File: src/rtl/host_pkt_buffer_write.sv
// Packs the 9-bit host byte stream into 128-bit packet-buffer lines, claims a buffer ID per packet,
// writes the lines to packet RAM and emits one descriptor per packet; ID-less packets are dropped.
module host_pkt_buffer_write #(
  parameter int MAX_PKT_BYTES = 2048
) (
  input  logic         i_clk,
  input  logic         i_rst_n,
  input  logic [8:0]   iv_data,
  input  logic         i_data_wr,
  input  logic [18:0]  iv_ctrl_data,
  input  logic [8:0]   iv_pkt_bufid,
  input  logic         i_pkt_bufid_wr,
  output logic         o_pkt_bufid_ack,
  output logic [133:0] ov_pkt,
  output logic [15:0]  ov_pkt_addr,
  output logic         o_pkt_wr,
  output logic [39:0]  ov_descriptor,
  output logic         o_descriptor_wr,
  output logic [15:0]  ov_drop_cnt,
  output logic [1:0]   ov_state
);

  localparam int CNT_W = $clog2(MAX_PKT_BYTES) + 1;

  typedef enum logic [1:0] {
    ST_IDLE    = 2'd0,
    ST_WRITE   = 2'd1,
    ST_DISCARD = 2'd2
  } state_e;

  state_e             state_q, state_d;
  logic [8:0]         bufid_q, bufid_d;
  logic [18:0]        ctrl_q, ctrl_d;
  logic [CNT_W-1:0]   byte_cnt_q, byte_cnt_d;
  logic [127:0]       line_q, line_d;
  logic [133:0]       pkt_q, pkt_d;
  logic [15:0]        addr_q, addr_d;
  logic               pkt_wr_q, pkt_wr_d;
  logic               ack_q, ack_d;
  logic               desc_pend_q, desc_pend_d;
  logic [39:0]        desc_stage_q, desc_stage_d;
  logic [39:0]        desc_q, desc_d;
  logic               desc_wr_q, desc_wr_d;
  logic [15:0]        drop_q, drop_d;

  logic               head_ok, head_drop, wr_byte, oversize, last_line, flush;
  logic [3:0]         lane;
  logic [6:0]         line_idx;
  logic [CNT_W-1:0]   cnt_next;

  // State register plus all datapath flops.
  // NOTE: sequential state uses non-blocking assignments so every flop samples pre-edge values.
  always_ff @(posedge i_clk or negedge i_rst_n) begin
    if (!i_rst_n) begin
      state_q      <= ST_IDLE;
      bufid_q      <= '0;
      ctrl_q       <= '0;
      byte_cnt_q   <= '0;
      line_q       <= '0;
      pkt_q        <= '0;
      addr_q       <= '0;
      pkt_wr_q     <= 1'b0;
      ack_q        <= 1'b0;
      desc_pend_q  <= 1'b0;
      desc_stage_q <= '0;
      desc_q       <= '0;
      desc_wr_q    <= 1'b0;
      drop_q       <= '0;
    end else begin
      state_q      <= state_d;
      bufid_q      <= bufid_d;
      ctrl_q       <= ctrl_d;
      byte_cnt_q   <= byte_cnt_d;
      line_q       <= line_d;
      pkt_q        <= pkt_d;
      addr_q       <= addr_d;
      pkt_wr_q     <= pkt_wr_d;
      ack_q        <= ack_d;
      desc_pend_q  <= desc_pend_d;
      desc_stage_q <= desc_stage_d;
      desc_q       <= desc_d;
      desc_wr_q    <= desc_wr_d;
      drop_q       <= drop_d;
    end
  end

  // Next-state logic: any marked byte after the head is the tail.
  always_comb begin
    state_d = state_q;
    unique case (state_q)
      ST_IDLE:    if (i_data_wr && iv_data[8]) state_d = i_pkt_bufid_wr ? ST_WRITE : ST_DISCARD;
      ST_WRITE:   if (wr_byte && iv_data[8]) state_d = ST_IDLE;
                  else if (oversize)         state_d = ST_DISCARD;
      ST_DISCARD: if (i_data_wr && iv_data[8]) state_d = ST_IDLE;
      default:    state_d = ST_IDLE;
    endcase
  end

  // State-dependent strobes.
  always_comb begin
    head_ok   = (state_q == ST_IDLE) && i_data_wr && iv_data[8] && i_pkt_bufid_wr;
    head_drop = (state_q == ST_IDLE) && i_data_wr && iv_data[8] && !i_pkt_bufid_wr;
    wr_byte   = (state_q == ST_WRITE) && i_data_wr;
    lane      = byte_cnt_q[3:0];
    line_idx  = byte_cnt_q[10:4];
    cnt_next  = byte_cnt_q + 1'b1;
    oversize  = wr_byte && !iv_data[8] && (cnt_next == CNT_W'(MAX_PKT_BYTES));
    last_line = wr_byte && (iv_data[8] || oversize);
    flush     = wr_byte && ((lane == 4'hF) || iv_data[8]);
  end

  // Datapath: staging line, RAM write register, descriptor pipeline, drop counter.
  // NOTE: every always_comb target gets a default first so no latches are inferred.
  always_comb begin
    bufid_d      = bufid_q;
    ctrl_d       = ctrl_q;
    byte_cnt_d   = byte_cnt_q;
    line_d       = line_q;
    pkt_d        = pkt_q;
    addr_d       = addr_q;
    pkt_wr_d     = 1'b0;
    ack_d        = 1'b0;
    desc_pend_d  = 1'b0;
    desc_stage_d = desc_stage_q;
    desc_d       = desc_q;
    desc_wr_d    = 1'b0;
    drop_d       = drop_q;

    if (head_ok) begin
      bufid_d    = iv_pkt_bufid;
      ctrl_d     = iv_ctrl_data;
      byte_cnt_d = CNT_W'(1);
      line_d     = {iv_data[7:0], 120'b0};
      ack_d      = 1'b1;
    end
    if (head_drop && (drop_q != 16'hFFFF)) drop_d = drop_q + 16'd1;

    if (wr_byte) begin
      byte_cnt_d = cnt_next;
      line_d     = ((lane == 4'd0) ? 128'b0 : line_q) | ({iv_data[7:0], 120'b0} >> {lane, 3'b000});
      if (flush) begin
        // Invalid byte count is 15 - lane, which is zero for a full line.
        pkt_d    = {(line_idx == 7'd0), last_line, ~lane, line_d};
        addr_d   = {bufid_q, line_idx};
        pkt_wr_d = 1'b1;
      end
      if (last_line) begin
        // An exact 2048-byte length wraps to 0 in the 11-bit field.
        desc_pend_d  = 1'b1;
        desc_stage_d = {oversize, ctrl_q, bufid_q, cnt_next[10:0]};
      end
    end

    if (desc_pend_q) begin
      desc_d    = desc_stage_q;
      desc_wr_d = 1'b1;
    end
  end

  assign o_pkt_bufid_ack = ack_q;
  assign ov_pkt          = pkt_q;
  assign ov_pkt_addr     = addr_q;
  assign o_pkt_wr        = pkt_wr_q;
  assign ov_descriptor   = desc_q;
  assign o_descriptor_wr = desc_wr_q;
  assign ov_drop_cnt     = drop_q;
  assign ov_state        = state_q;

endmodule

File: config.mk
export PLATFORM = sky130hd
export DESIGN_NAME = host_pkt_buffer_write
export DESIGN_NICKNAME = d
export VERILOG_FILES = /design/src/rtl/host_pkt_buffer_write.sv
export SDC_FILE = /design/constraint.sdc
export NUM_CORES = 1
export LEC_CHECK = 0
export CAP_MARGIN = 20
export CORE_MARGIN = 2
export CORE_UTILIZATION = 56
export CTS_BUF_LIST = sky130_fd_sc_hd__clkbuf_4
export DETAILED_ROUTE_END_ITERATION = 10
export GPL_ROUTABILITY_DRIVEN = 0
export HOLD_SLACK_MARGIN = 0.15
export PLACE_DENSITY_LB_ADDON = 0.05
export SYNTH_ARGS = -nofsm -noshare
export SYNTH_HDL_FRONTEND = slang
export SYNTH_SLANG_ARGS = --single-unit
export TNS_END_PERCENT = 20
File: constraint.sdc
create_clock -name i_clk -period 3.15 [get_ports i_clk]
set_input_delay 0.63 -clock i_clk [delete_from_list [all_inputs] [get_ports i_clk]]
set_output_delay 0.63 -clock i_clk [all_outputs]
set_load 0.01 [all_outputs]
* Word level (Yosys, flattened, before mapping) *
Index checks and enable logic that the tools add are counted.

word-level totals
  memories kept = 0
  bits in writable memories = 0
  latch bits = 0
  memory bits (read-only) = 0
  logic and storage cells = 67
  output and inout port bits = 211
  flip-flop bits (word level) = 420
  input port bits = 41

cells by class
  equality and inequality tests = 8
  $mul = 0
  divide/modulo/power cells = 0
  bitwise gates (word level) = 2
  shifts and indexed selects = 1
  multiplexer cells = 17
  reduce and logical (&&, ||, !) cells = 23
  $lt $le $gt $ge = 0
  add/subtract/negate cells = 2

operators by type and width
  cell                                                                   number
  128-bit 2-to-1 mux                                                     3
  128-bit OR                                                             1
  128-bit by 7-bit >> shifter with 128-bit output                        1
  12-bit 2-to-1 mux                                                      2
  16-bit by 1-bit adder with 16-bit output, second input constant        1
  16-bit != test, second input constant                                  1
  12-bit by 1-bit adder with 12-bit output, second input constant        1
  12-bit equality test, second input constant                            1
  1-bit logical AND                                                      12
  2-bit 2-to-1 mux                                                       5
  7-bit logical NOT                                                      1
  1-bit 2-to-1 mux                                                       6
  2-bit case mux with 3 select lines                                     1
  4-bit equality test, second input constant                             1
  4-bit logical NOT                                                      1
  2-bit != test, second input constant                                   2
  4-bit NOT                                                              1
  2-bit AND reduction                                                    2
  3-bit != test, second input constant                                   1
  3-bit AND reduction                                                    1
  2-bit by 1-bit equality test with 1-bit output, second input constant  1
  2-bit equality test, second input constant                             1
  1-bit logical NOT                                                      2
  2-bit logical NOT                                                      1
  other kinds (2)                                                        3

* Longest topological paths before layout *
  depth after elaboration = 8
  mapped depth = 9
  mapped depth without buffers = 7

* Least setup slack after synthesis *
No wires, ideal clock.

  path kind = reg2reg
  from = register byte_cnt_q[0]
  to = register desc_stage_q[0]
  setup time = 125 ps
  path buffers = 1
  slack = 617 ps
  clock period less this slack = 2,533 ps
  arrival time = 2,408 ps
  data required time = 3,025 ps
  cell stages (with the launch flop) = 9
  cells stage by stage = dfrtp_1 ha_1 nand3_2 o21a_1 a2111oi_4 o2111ai_2 a21oi_4 buf_6 mux2_4

on the way
  word-level cells in the longest chain between the ends = 6

RTL lines
  element                                     RTL line  source
  start, declared                             34        logic [CNT_W-1:0] byte_cnt_q, byte_cnt_d;
  start signal, assigned                      73        byte_cnt_q <= byte_cnt_d;
  12-bit by 1-bit adder with 12-bit output *  106       cnt_next = byte_cnt_q + 1'b1;
  12-bit equality test                        107       oversize = wr_byte && !iv_data[8] && (cnt_next == CNT_W'(MAX_PKT_BYTES));
  1-bit logical AND                           107
  1-bit logical OR                            108       last_line = wr_byte && (iv_data[8] || oversize);
  1-bit logical AND                           108
  2-bit AND reduction (no line)               n/a
  end signal, assigned                        80        desc_stage_q <= desc_stage_d;
  end, declared                               41        logic [39:0] desc_stage_q, desc_stage_d;

Mark *: on every way between the ends. The rest lies on a longest branch, timed or not.
A chain may end at the register's enable or synchronous reset.

* Worst setup path after layout *
  from = register byte_cnt_q[0]
  to = register desc_stage_q[38]

on the way
  word-level cells in the longest chain between the ends = 6

RTL lines
  element                                   RTL line
  12-bit by 1-bit adder with 12-bit output  106
  12-bit equality test                      107
  1-bit logical AND                         107
  1-bit logical OR                          108
  1-bit logical AND                         108
  2-bit AND reduction (no line)             n/a

No other way between the ends.

==> impl_metrics.ini <==
[detailed_routing]
firstDrtPassIters = 5
vias = 12800
drc = 0
drt_iter0_markers = 1004
wire_per_inst_um = 19.2
wl_mm = 42.8
viasPerCell = 5.74
final_antenna_net_count = 0

[critical_path]
end_kind = flip-flop
arrival_ns = 3.40
crit_buf_inv = 1
setup.worst_path.start_class = flip-flop
r2r_start = byte_cnt_q[0]
worstSetupPathType = reg -> reg
crit_family = compound AO/OA/AOI/OAI gates
cp_slowest_cell = or3_1
crit_chain = ha_1, nand3_2, or3_1, o21ai_0, o2111ai_2, a21oi_4, buf_12, mux2_1
startpoint = byte_cnt_q[0]
crit_fanout = 18
cp.required_ns = 3.73
crit_path_max_incr_delay_ns = 0.36

[run]
drv_cap = 0

[synth]
async_flop_share_pct = 100
syn_avg_cell_area_um2 = 11.7
ys.flop_type = dfrtp_1
ys_types = 53
synth_edf_count = 0
yosys_warnings = 0
netlist_instances = 1448
syn_nets = 1492
ys_seq_elements = 420
synth-seq-area-share_pct = 61.9
synthesis.area_um2 = 17000

[place]
place_ws_ns = 0.130
dp.cells = 2047
hpwl_mm = 27.8
io_buffers = 251
place_area_um2 = 20200

[grt]
grt_max_degree = 81
use_met3_pct = 6.35
antenna_found_initial = 1
top_usage_layer = met2
track_usage_pct = 27.8
met2_usage_pct = 41.8
grt_pass1_wl_mm = 69.3
grt_overflow = 0
gr-usage-met1_pct = 40.9
grt_pass1_vias = 12900

[layout]
multi_input_area_um2 = 5980
final_nets = 1807
final_util_pct = 72.6
instances_no_fill = 2233
layout_commonest_cell = dfrtp_1
regArea_um2 = 10500
drive_above_1_share_pct = 18.9
final.fill_count = 2189
final_cell_mix = dfrtp_1, clkdlybuf4s50_1, nand2_1
area_growth_syn_to_layout_pct = 27.1
final_area_um2 = 21600

[floorplan]
die_h_um = 178
ios = 252
core.rowCount = 63
die_w_um = 178
core_area_um2 = 29700
start_util_pct = 57.1
dieArea_um2 = 31700

[clock_tree]
cts-hold-fix-buffers = 1
cts-buffers-inserted = 103
cts_resized = 0
cts_max_path_buffers = 3
htreeDepth = 3
cts_setup_buffers = 0
cts.clk_slew.worst_paths_ns = 0.07
cts_tree = done
worstSkewPairLatency_ns = 0.74
clock_sinks = 420
ctsRootBufferMaster = clkbuf_4

[sta]
relSlewSlack_pct = 34.9
hold_ws_ns = 0.464
worst_slew_pin_slew_ns = 0.976
slew_viol_final = 0
final.setup_skew_ns = 0.0420
setup_viol = 0
finalHoldViolCount = 0
max_freq_ghz = 0.354
setup_slack_ns = 0.329
rsz0062_at_grt = no
fin_setup_tns_ns = 0
finalCritPeriodShare_pct = 89.6
layout_min_cycle_time_ns = 2.82

[pwr]
peakVddDrop_mv = 0.544
leakagePower_nw = 9.69
power_mw = 16.4
power_density_nw_per_um2 = 760

[status]
status = complete, no violations

[worst_hold_path]
hold_class = in -> async
## per-layer routing
metal | wire length (µm) | part of all wire (%)
met2 | 19800 | 46
met1 | 19400 | 45
met4 | 572 | 1.3
met5 | 0 | 0
met3 | 3010 | 7.0
## report_power, final
part | switching, mW | internal (mW) | leakage [nW]
Sequential | 0.793 | 6.57 | 5.62
Combinational | 2.28 | 2.29 | 3.30
Clock | 2.12 | 2.35 | 0.775
Total | 5.19 | 11.2 | 9.69
## cell usage after synthesis, types with 2 or more instances
library cell  number  area share [%]
dfrtp_1          420              62
nand2_1          208             4.6
o21ai_0          142             4.2
a22o_1           104             5.4
a22oi_1           97             4.3
nor2_1            97             2.1
clkbuf_1          88             1.9
mux2_2            69             4.6
a221oi_1          32             1.7
mux2_4            30             2.7
nor3_1            19            0.56
xnor2_1           18            0.93
inv_1             13            0.29
buf_1              9            0.20
nor2b_1            9            0.33
buf_2              8            0.24
nand3_1            6            0.18
nand4_1            6            0.22
xor2_1             6            0.31
a21oi_1            5            0.15
and3_1             5            0.18
mux2_1             5            0.33
buf_6              4            0.27
a21o_1             3            0.13
a31oi_1            3            0.11
buf_4              3            0.13
ha_1               3            0.22
mux2i_1            3            0.18
nor4_1             3            0.11
or3_1              3            0.11
nand2b_1           2           0.074
nor3b_1            2           0.088
o22ai_1            2           0.074
o31ai_1            2           0.088
## layout make-up
class | instances | share of cell area (%)
timing repair buffer | 323 | 14.9
clock inverter | 27 | 0.650
inverter | 14 | 0.244
clock buffer | 157 | 5.46
multi-input combinational | 901 | 27.7
antenna | 1 | 0.0116
tap | 390 | 2.26
sequential | 420 | 48.7
## worst paths after layout
path                                     end  cells past startpoint  slack [ns]
max in group asynchronous         line_q[32]                      3        1.85
hold / removal             ov_descriptor[20]                      2        0.46
setup reg to reg            desc_stage_q[38]                      8        0.33
min in group i_clk            ov_pkt_addr[7]                      2        0.47
hold reg to reg               ov_pkt_addr[7]                      2        0.47
setup / recovery            desc_stage_q[38]                      8        0.33
## state kept, by name, summed over array words and instances (netlist names)
signal           count
bufid_q              9
byte_cnt_q          12
ctrl_q              19
desc_pend_q          1
desc_stage_q        40
line_q             128
o_descriptor_wr      1
o_pkt_bufid_ack      1
o_pkt_wr             1
ov_descriptor       40
ov_drop_cnt         16
ov_pkt             134
ov_pkt_addr         16
ov_state             2
## logic make-up (layout without fill, tap and decap cells)
| group | count (synthesis) | count (layout) | share of synthesized area (%) |
|---|---|---|---|
| buf+inv | 127 | 521 | 3.12 |
| flops | 420 | 420 | 61.9 |
| fa+ha+maj | 3 | 3 | 0.221 |
| xor+xnor | 24 | 24 | 1.24 |
| compound gates | 400 | 400 | 16.7 |
| simple gates | 367 | 367 | 9.02 |
| other cells | 0 | 1 | 0 |
| mux | 107 | 107 | 7.74 |
No activity file was read; power rests on OpenSTA's default activity.
